--- src/rtl/key_pulse_gen.sv ---
// Mechanical key press generator: produces a timed key level with optional
// contact chatter on press and release, plus light/busy/done status outputs.
module key_pulse_gen #(
    parameter int TICK_DIV   = 100000,
    parameter int BOUNCE_CYC = 8,
    parameter int BOUNCE_LEN = 50000
) (
    input  logic        clk,
    input  logic        rst_n,
    input  logic        start,
    input  logic [15:0] dur,
    input  logic        bounce_en,
    input  logic        abort,
    output logic        key,
    output logic        light,
    output logic        busy,
    output logic        done
);

    localparam int PW = (TICK_DIV > 1) ? $clog2(TICK_DIV) : 1;
    localparam int LW = (BOUNCE_LEN > 1) ? $clog2(BOUNCE_LEN) : 1;
    localparam int CW = (BOUNCE_CYC > 1) ? $clog2(BOUNCE_CYC) : 1;

    localparam logic [PW-1:0] PRESC_LAST = PW'(TICK_DIV - 1);
    localparam logic [LW-1:0] LEN_LAST   = LW'(BOUNCE_LEN - 1);
    localparam logic [CW-1:0] CYC_LAST   = CW'(BOUNCE_CYC - 1);

    localparam logic [1:0] ST_IDLE      = 2'd0;
    localparam logic [1:0] ST_BOUNCE_DN = 2'd1;
    localparam logic [1:0] ST_HOLD      = 2'd2;
    localparam logic [1:0] ST_BOUNCE_UP = 2'd3;

    logic [1:0]    state, state_n;
    logic          key_n, light_n, busy_n, done_n;
    logic [PW-1:0] presc, presc_n;
    logic [15:0]   ticks, ticks_n;
    logic [LW-1:0] bcnt, bcnt_n;
    logic [CW-1:0] bhalf, bhalf_n;
    logic [15:0]   dur_q, dur_n;
    logic          bounce_q, bounce_n;
    logic          half_end;

    assign half_end = (bcnt == LEN_LAST);

    // Hold time is a prescaler nested inside a tick counter, so the full
    // dur*TICK_DIV product never has to exist in one register.
    always_comb begin
        state_n  = state;
        key_n    = key;
        light_n  = light;
        busy_n   = busy;
        done_n   = 1'b0;
        presc_n  = presc;
        ticks_n  = ticks;
        bcnt_n   = bcnt;
        bhalf_n  = bhalf;
        dur_n    = dur_q;
        bounce_n = bounce_q;

        case (state)
            ST_IDLE: begin
                if (start) begin
                    dur_n    = dur;
                    bounce_n = bounce_en;
                    presc_n  = '0;
                    ticks_n  = '0;
                    bcnt_n   = '0;
                    bhalf_n  = '0;
                    if (dur == 16'd0) begin
                        done_n = 1'b1;
                    end else begin
                        state_n = bounce_en ? ST_BOUNCE_DN : ST_HOLD;
                        key_n   = 1'b1;
                        light_n = 1'b1;
                        busy_n  = 1'b1;
                    end
                end
            end

            ST_BOUNCE_DN: begin
                if (half_end) begin
                    bcnt_n = '0;
                    if (bhalf == CYC_LAST) begin
                        state_n = ST_HOLD;
                        key_n   = 1'b1;
                        bhalf_n = '0;
                    end else begin
                        bhalf_n = bhalf + CW'(1);
                        key_n   = bhalf[0];
                    end
                end else begin
                    bcnt_n = bcnt + LW'(1);
                end
            end

            ST_HOLD: begin
                if (presc == PRESC_LAST) begin
                    presc_n = '0;
                    if (ticks == dur_q - 16'd1) begin
                        bcnt_n  = '0;
                        bhalf_n = '0;
                        if (bounce_q) begin
                            state_n = ST_BOUNCE_UP;
                            key_n   = 1'b0;
                        end else begin
                            state_n = ST_IDLE;
                            key_n   = 1'b0;
                            light_n = 1'b0;
                            busy_n  = 1'b0;
                            done_n  = 1'b1;
                        end
                    end else begin
                        ticks_n = ticks + 16'd1;
                    end
                end else begin
                    presc_n = presc + PW'(1);
                end
            end

            ST_BOUNCE_UP: begin
                if (half_end) begin
                    bcnt_n = '0;
                    if (bhalf == CYC_LAST) begin
                        state_n = ST_IDLE;
                        bhalf_n = '0;
                        key_n   = 1'b0;
                        light_n = 1'b0;
                        busy_n  = 1'b0;
                        done_n  = 1'b1;
                    end else begin
                        bhalf_n = bhalf + CW'(1);
                        key_n   = ~bhalf[0];
                    end
                end else begin
                    bcnt_n = bcnt + LW'(1);
                end
            end

            default: begin
                state_n = ST_IDLE;
                key_n   = 1'b0;
                light_n = 1'b0;
                busy_n  = 1'b0;
            end
        endcase

        // Cancelling overrides whatever the state machine decided this cycle.
        if (abort && (state != ST_IDLE)) begin
            state_n = ST_IDLE;
            key_n   = 1'b0;
            light_n = 1'b0;
            busy_n  = 1'b0;
            done_n  = 1'b0;
        end
    end

    always_ff @(posedge clk or negedge rst_n) begin
        if (!rst_n) begin
            state    <= ST_IDLE;
            key      <= 1'b0;
            light    <= 1'b0;
            busy     <= 1'b0;
            done     <= 1'b0;
            presc    <= '0;
            ticks    <= '0;
            bcnt     <= '0;
            bhalf    <= '0;
            dur_q    <= '0;
            bounce_q <= 1'b0;
        end else begin
            state    <= state_n;
            key      <= key_n;
            light    <= light_n;
            busy     <= busy_n;
            done     <= done_n;
            presc    <= presc_n;
            ticks    <= ticks_n;
            bcnt     <= bcnt_n;
            bhalf    <= bhalf_n;
            dur_q    <= dur_n;
            bounce_q <= bounce_n;
        end
    end

endmodule
--- config.mk ---
export PLATFORM = sky130hd
export DESIGN_NAME = key_pulse_gen
export DESIGN_NICKNAME = d
export VERILOG_FILES = /design/src/rtl/key_pulse_gen.sv
export SDC_FILE = /design/constraint.sdc
export NUM_CORES = 1
export LEC_CHECK = 0
export ABC_AREA = 1
export BUFFER_PORTS_ARGS = -buffer_cell sky130_fd_sc_hd__buf_2
export CAP_MARGIN = 5
export CORE_UTILIZATION = 67
export DETAILED_ROUTE_END_ITERATION = 6
export HOLD_SLACK_MARGIN = 0.06
export MAX_ROUTING_LAYER = met4
export PLACE_DENSITY = 0.91
export SLEW_MARGIN = 30
export SYNTH_ARGS = -nofsm -noshare
export SYNTH_HDL_FRONTEND = slang
export SYNTH_SLANG_ARGS = --single-unit
--- constraint.sdc ---
create_clock -name clk -period 6.3 [get_ports clk]
set_input_delay 1.26 -clock clk [delete_from_list [all_inputs] [get_ports clk]]
set_output_delay 1.26 -clock clk [all_outputs]
set_load 0.02 [all_outputs]
==> metrics.csv, run 1 <==
stage,metric,value,unit
synth,yosysMostFrequentCell,nand2_1,
drt,wl,11700,um
power,power.total,2.03,mW
global_route,use_met3,5.97,%
synth,ys.flop_type,dfrtp_1,
run,timing.max_cap.violations,0,
sta,fmax,0.272,GHz
drt,routed_via_density,5.75,
synth,synthesis.nets,736,
setup_path,arrival,3.93,ns
sta,whs,0.501,ns
global_route,grt_use_met1,37.9,%
floorplan,initial_core_util,69.1,%
cts,cts_hold_buf,0,
floorplan,die_w,88.5,um
placement,placed_area,5150,sq um
power,p_leak,2.51,nW
placement,gp_congestion,0.962,
sta,hold_viol,0,
cts,ctsHtreeMaxLevel,3,
power,p_per_area,376,nW/um^2
sta,relSlewSlack,38.2,%
drt,remaining_drc_errors,2,
global_route,grt_overflow,0,
sta,rsz0062_at_grt,false,
global_route,grt_busiest_layer,met2,
setup_path,crit_type,primary input to register,
layout,areaGrowthSynthToFinish,7.99,%
synth,syn_avg_cell_area,7.06,sq um
cts,clockRootBuffer,clkbuf_8,
synth,synth_top_area_share,37.0,%
global_route,grt_pass1_vias,4285,
cts,cts_buffers,9,
global_route,grt_use_met2,53.9,%
placement,io_buffers,24,
global_route,antenna_found_initial,0,
sta,fin_setup_tns,0,ns
synth,seq_area_frac_synth,37.0,%
sta,final_max_slew_viol_count,0,
sta,setup_viol,0,
sta,period_share,58.4,%
global_route,grt_pass1_wl,19000,um
synth,synthTopCellsByArea,"dfrtp_1 37%, nand2_1 14%, xor2_1 6.3%",
drt,wire_per_inst,14.2,um
synth,synth_seq_cells,74,
cts,post-cts-setup-buffers,0,
synth,ys_types,36,
synth,synthCells,709,
floorplan,coreArea,7250,sq um
cts,cts_tree,done,
synth,synth_common_cells,"189 x nand2_1, 82 x inv_1, 76 x nor2_1",
cts,path_clk_slew,0.08,ns
drt,dr.pass1.iters,7,
synth,synth_area,5010,sq um
placement,hpwl,8580,um
setup_path,endpoint_kind,register,
synth,async_reset_ff_share,100,%
setup_path,crit_path_max_fanout,35,
drt,drtIter0Drc,363,
sta,min_period,3.68,ns
layout,drive_above_1_share,8.22,%
sta,worstMarginPinSlew,0.925,ns
layout,diodes,0,
worst_hold_path,hold_class,register to register,
cts,cts_buffer_depth,2,
drt,ant_nets,0,
floorplan,io_pins,25,
global_route,grt_max_degree,75,
cts,cts.sinks,74,
setup_path,cp.required,6.55,ns
cts,ctsResizeCount,0,
floorplan,die_y,88.5,um
synth,yosysTopAreaCell,dfrtp_1,
drt,vias,4764,
setup_path,cp-start-kind,primary input,
layout,final_cell_area,5410,sq um
outcome,outcome,finished with violations,
layout,finalNetCount,752,
synth,synth_edf_count,0,
cts,clk_latency,0.36,ns
floorplan,core.rowCount,31,
synth,yosys_warnings,0,
power,ir_drop,0.280,mV
global_route,grt_usage,32.5,%
sta,worst_clock_skew,0.0115,ns
outcome,violations,DRC,
floorplan,die-area,7830,sq um
==> cells by family after synthesis <==
family	synth area share (%)
adder cells (fa/ha/maj)	1.50
buffers and inverters	8.29
AO/OA/AOI/OAI	7.09
XOR/XNOR	8.92
AND/OR/NAND/NOR	37.2
flip-flops	37.0
==> metrics by stage <==
step	setup WS [ns]	cells	util [%]
6_report	2.62	829	74.6
5_1_grt	2.38	829	74.6
2_1_floorplan	3.92	709	-
3_5_place_dp	2.34	813	71.1
4_1_cts	2.69	829	74.5
3_3_place_gp	2.48	813	71.1
==> flip-flops by register name, indices dropped and copies added (netlist names) <==
| name | cells |
|---|---|
| presc | 17 |
| bcnt | 16 |
| dur_q | 16 |
| ticks | 16 |
| bhalf | 3 |
| state | 2 |
| bounce_q | 1 |
| busy | 1 |
| done | 1 |
| key | 1 |
==> area by class of cell <==
cell class                 instances  area, sq um
clock buffer                      10          138
clock inverter                     6          113
fill                             558         1840
inverter                          84          315
multi-input combinational        532         2740
sequential                        74         1850
tap                               99          124
timing repair buffer              24          126
==> routing by layer <==
metal | wire, um | part of all wire [%]
met5 | 0 | 0
met4 | 399 | 3.4
met3 | 600 | 5.1
met2 | 5810 | 49
met1 | 4930 | 42
==> worst max-delay path, stage by stage <==
cell and delay (ns):
buf_2 0.11, nand2_1 0.54, nand2_1 0.63, inv_1 0.23, nor2_2 0.72, nand2_4 0.25, nand2_1 0.12, nand2_1 0.06
==> layout by cell type (no fill, tap or decap), types with 15 or more instances in the layout <==
cell type  synthesis  layout
buf_2              4      23
xnor2_1           15      15
nand3_1           59      59
nor2_1            76      76
nand4_1           21      21
dfrtp_1           74      74
nor3_1            26      26
nand2_1          189     189
inv_1             82      82
xor2_1            36      36
o21ai_0           33      33
==> power breakdown <==
group	switching (mW)	total [mW]	internal, mW
logic	0.600	0.880	0.279
registers	0.127	0.694	0.566
clock network	0.186	0.461	0.275
total	0.913	2.03	1.12
==> worst paths after layout <==
kind,startpoint,end,slack [ns],cells after the start
max in group asynchronous,rst_n,dur_q[7]$_DFFE_PN0P_,4.94,1
setup / recovery,start,ticks[6]$_DFFE_PN0P_,2.62,8
hold reg to reg,key$_DFFE_PN0P_,key$_DFFE_PN0P_,0.50,2
hold / removal,key$_DFFE_PN0P_,key$_DFFE_PN0P_,0.50,2
min in group asynchronous,rst_n,ticks[12]$_DFFE_PN0P_,0.91,1
setup reg to reg,state[0]$_DFFE_PN0P_,ticks[6]$_DFFE_PN0P_,2.74,8
No activity file was read; power rests on OpenSTA's default activity.
==> run 2, diff against run 1 <==
--- a/config.mk
+++ b/config.mk
@@ -8,11 +8,11 @@
 export ABC_AREA = 1
 export BUFFER_PORTS_ARGS = -buffer_cell sky130_fd_sc_hd__buf_2
 export CAP_MARGIN = 5
-export CORE_UTILIZATION = 67
+export CORE_UTILIZATION = 62
 export DETAILED_ROUTE_END_ITERATION = 6
 export HOLD_SLACK_MARGIN = 0.06
 export MAX_ROUTING_LAYER = met4
-export PLACE_DENSITY = 0.91
+export PLACE_DENSITY = 0.85
 export SLEW_MARGIN = 30
 export SYNTH_ARGS = -nofsm -noshare
 export SYNTH_HDL_FRONTEND = slang
==> constraint.sdc (replaced) <==
create_clock -name clk -period 3.4 [get_ports clk]
set_input_delay 0.68 -clock clk [delete_from_list [all_inputs] [get_ports clk]]
set_output_delay 0.68 -clock clk [all_outputs]
set_load 0.02 [all_outputs]
==> metrics.csv, run 2 (synthesis gave the netlist of run 1 again) <==
stage,metric,value,unit,change
outcome,outcome,finished clean,,
setup_path,crit_path_max_fanout,20,,-43%
setup_path,cp.required,3.69,ns,-2.86 ns
global_route,grt_max_degree,75,,unchanged
cts,ctsHtreeMaxLevel,3,,unchanged
cts,cts.sinks,74,,unchanged
global_route,grt_overflow,0,,unchanged
floorplan,initial_core_util,64.5,%,-4.6 points
cts,cts_buffers,9,,unchanged
cts,cts_tree,done,,
layout,mostFrequentLayoutCells,"189 x nand2_1, 82 x inv_1, 76 x nor2_1",,
layout,drive_above_1_share,8.32,%,+0.10 points
cts,clk_latency,0.35,ns,about the same
cts,path_clk_slew,0.08,ns,about the same
global_route,grt_usage,30.5,%,-2.1 points
cts,clockRootBuffer,clkbuf_8,,
setup_path,cp-startpoint,state[0]$_DFFE_PN0P_,,
power,ir_drop,0.428,mV,+53%
cts,ctsResizeCount,0,,unchanged
sta,fin_setup_tns,0,ns,unchanged
drt,ant_nets,0,,unchanged
run,timing.max_cap.violations,0,,unchanged
layout,finalNetCount,755,,+0.40%
drt,wire_per_inst,14.1,um,-0.63%
sta,worstMarginPinSlew,0.665,ns,-0.260 ns
drt,vias,4685,,-1.7%
layout,diodes,0,,unchanged
layout,areaGrowthSynthToFinish,7.72,%,
sta,period_share,74.3,%,
layout,final_common_cell,nand2_1,,
worst_hold_path,hold_class,primary input to asynchronous set/reset pin,,
floorplan,coreArea,7770,sq um,+7.1%
power,p_per_area,683,nW/um^2,+82%
placement,gp_congestion,0.920,,-4.3%
cts,post-cts-setup-buffers,0,,unchanged
global_route,antenna_found_initial,0,,unchanged
sta,whs,0.351,ns,-0.150 ns
floorplan,die_y,91.9,um,+3.9%
floorplan,io_pins,25,,unchanged
setup_path,arrival,2.81,ns,-1.12 ns
placement,dp_slack,0.962,ns,-1.38 ns
setup_path,crit_type,register to register,,
setup_path,endpoint_kind,register,,
floorplan,die-area,8440,sq um,+7.9%
cts,cts_hold_buf,0,,unchanged
placement,hpwl,8610,um,+0.38%
drt,remaining_drc_errors,0,,-2
sta,worst_clock_skew,0.00901,ns,-0.00247 ns
drt,routed_via_density,5.61,,-2.4%
global_route,grt_pass1_wl,20100,um,+5.6%
layout,instances_no_fill,835,,+0.72%
sta,min_period,2.52,ns,
sta,relSlewSlack,55.7,%,+17 points
drt,drtIter0Drc,359,,-1.1%
sta,hold_viol,0,,unchanged
sta,setup_ws,0.875,ns,-1.74 ns
sta,final_max_slew_viol_count,0,,unchanged
placement,io_buffers,24,,unchanged
drt,wl,11700,um,about the same
sta,fmax,0.396,GHz,
sta,rsz0062_at_grt,false,,
layout,largest_reg_flops,17,,unchanged
setup_path,cp-start-kind,register,,
placement,dp_cells,819,,+0.74%
sta,setup_viol,0,,unchanged
floorplan,die_w,91.9,um,+3.9%
layout,regMostFlops,presc,,
floorplan,core.rowCount,32,,+3.2%
setup_path,r2r_start,state[0]$_DFFE_PN0P_,,
power,p_leak,2.51,nW,-0.21%
cts,cts_buffer_depth,2,,unchanged
global_route,grt_pass1_vias,4318,,+0.77%
drt,dr.pass1.iters,5,,-2
-- run 2: worst paths after layout --
path	to	slack (ns)	cells after the start
worst max-delay path	ticks[2]$_DFFE_PN0P_	0.88	8
worst min-delay path	ticks[6]$_DFFE_PN0P_	0.35	1
worst max register to register	ticks[2]$_DFFE_PN0P_	0.88	8
worst min register to register	busy$_DFFE_PN0P_	0.50	2
max in group asynchronous	key$_DFFE_PN0P_	2.60	1
min in group clk	busy$_DFFE_PN0P_	0.50	2
-- run 2: per-layer routing --
layer	global-route usage (%)	vias to the layer above	share of wire (%)
li1	-	2336	-
met1	39.9	2187	45
met2	49.4	134	49
met3	4.06	28	4.8
met4	9.38	0	1.8
met5	-	-	0
-- run 2: final cells by class --
cell class	count	area, sq um
clock buffer	11	131
fill	657	2370
timing repair buffer	27	149
multi-input combinational	532	2740
tap	102	128
sequential	74	1850
clock inverter	5	78.8
inverter	84	315
-- run 2: power breakdown --
part           switching (mW)  leakage, nW  internal (mW)  total [mW]
logic                    1.12         1.41          0.540        1.66
clock network           0.336        0.107          0.413       0.749
registers               0.229        0.994           1.05        1.28
-- run 2: critical path, stage by stage, from the launching register on --
cell     delay [ns]
dfrtp_1        0.54
nor2_4         0.36
inv_1          0.38
nand2_1        0.21
inv_1          0.15
nor2_2         0.33
buf_4          0.28
nand3_1        0.12
nand2_1        0.09
-- run 2: through the flow --
stage	cell area (sq um)	power [mW]	utilization, %
2_1_floorplan	5010	2.56	-
3_3_place_gp	5180	2.89	66.7
3_5_place_dp	5180	2.92	66.7
4_1_cts	5390	3.68	69.4
5_1_grt	5400	3.97	69.5
6_report	5400	3.69	69.5
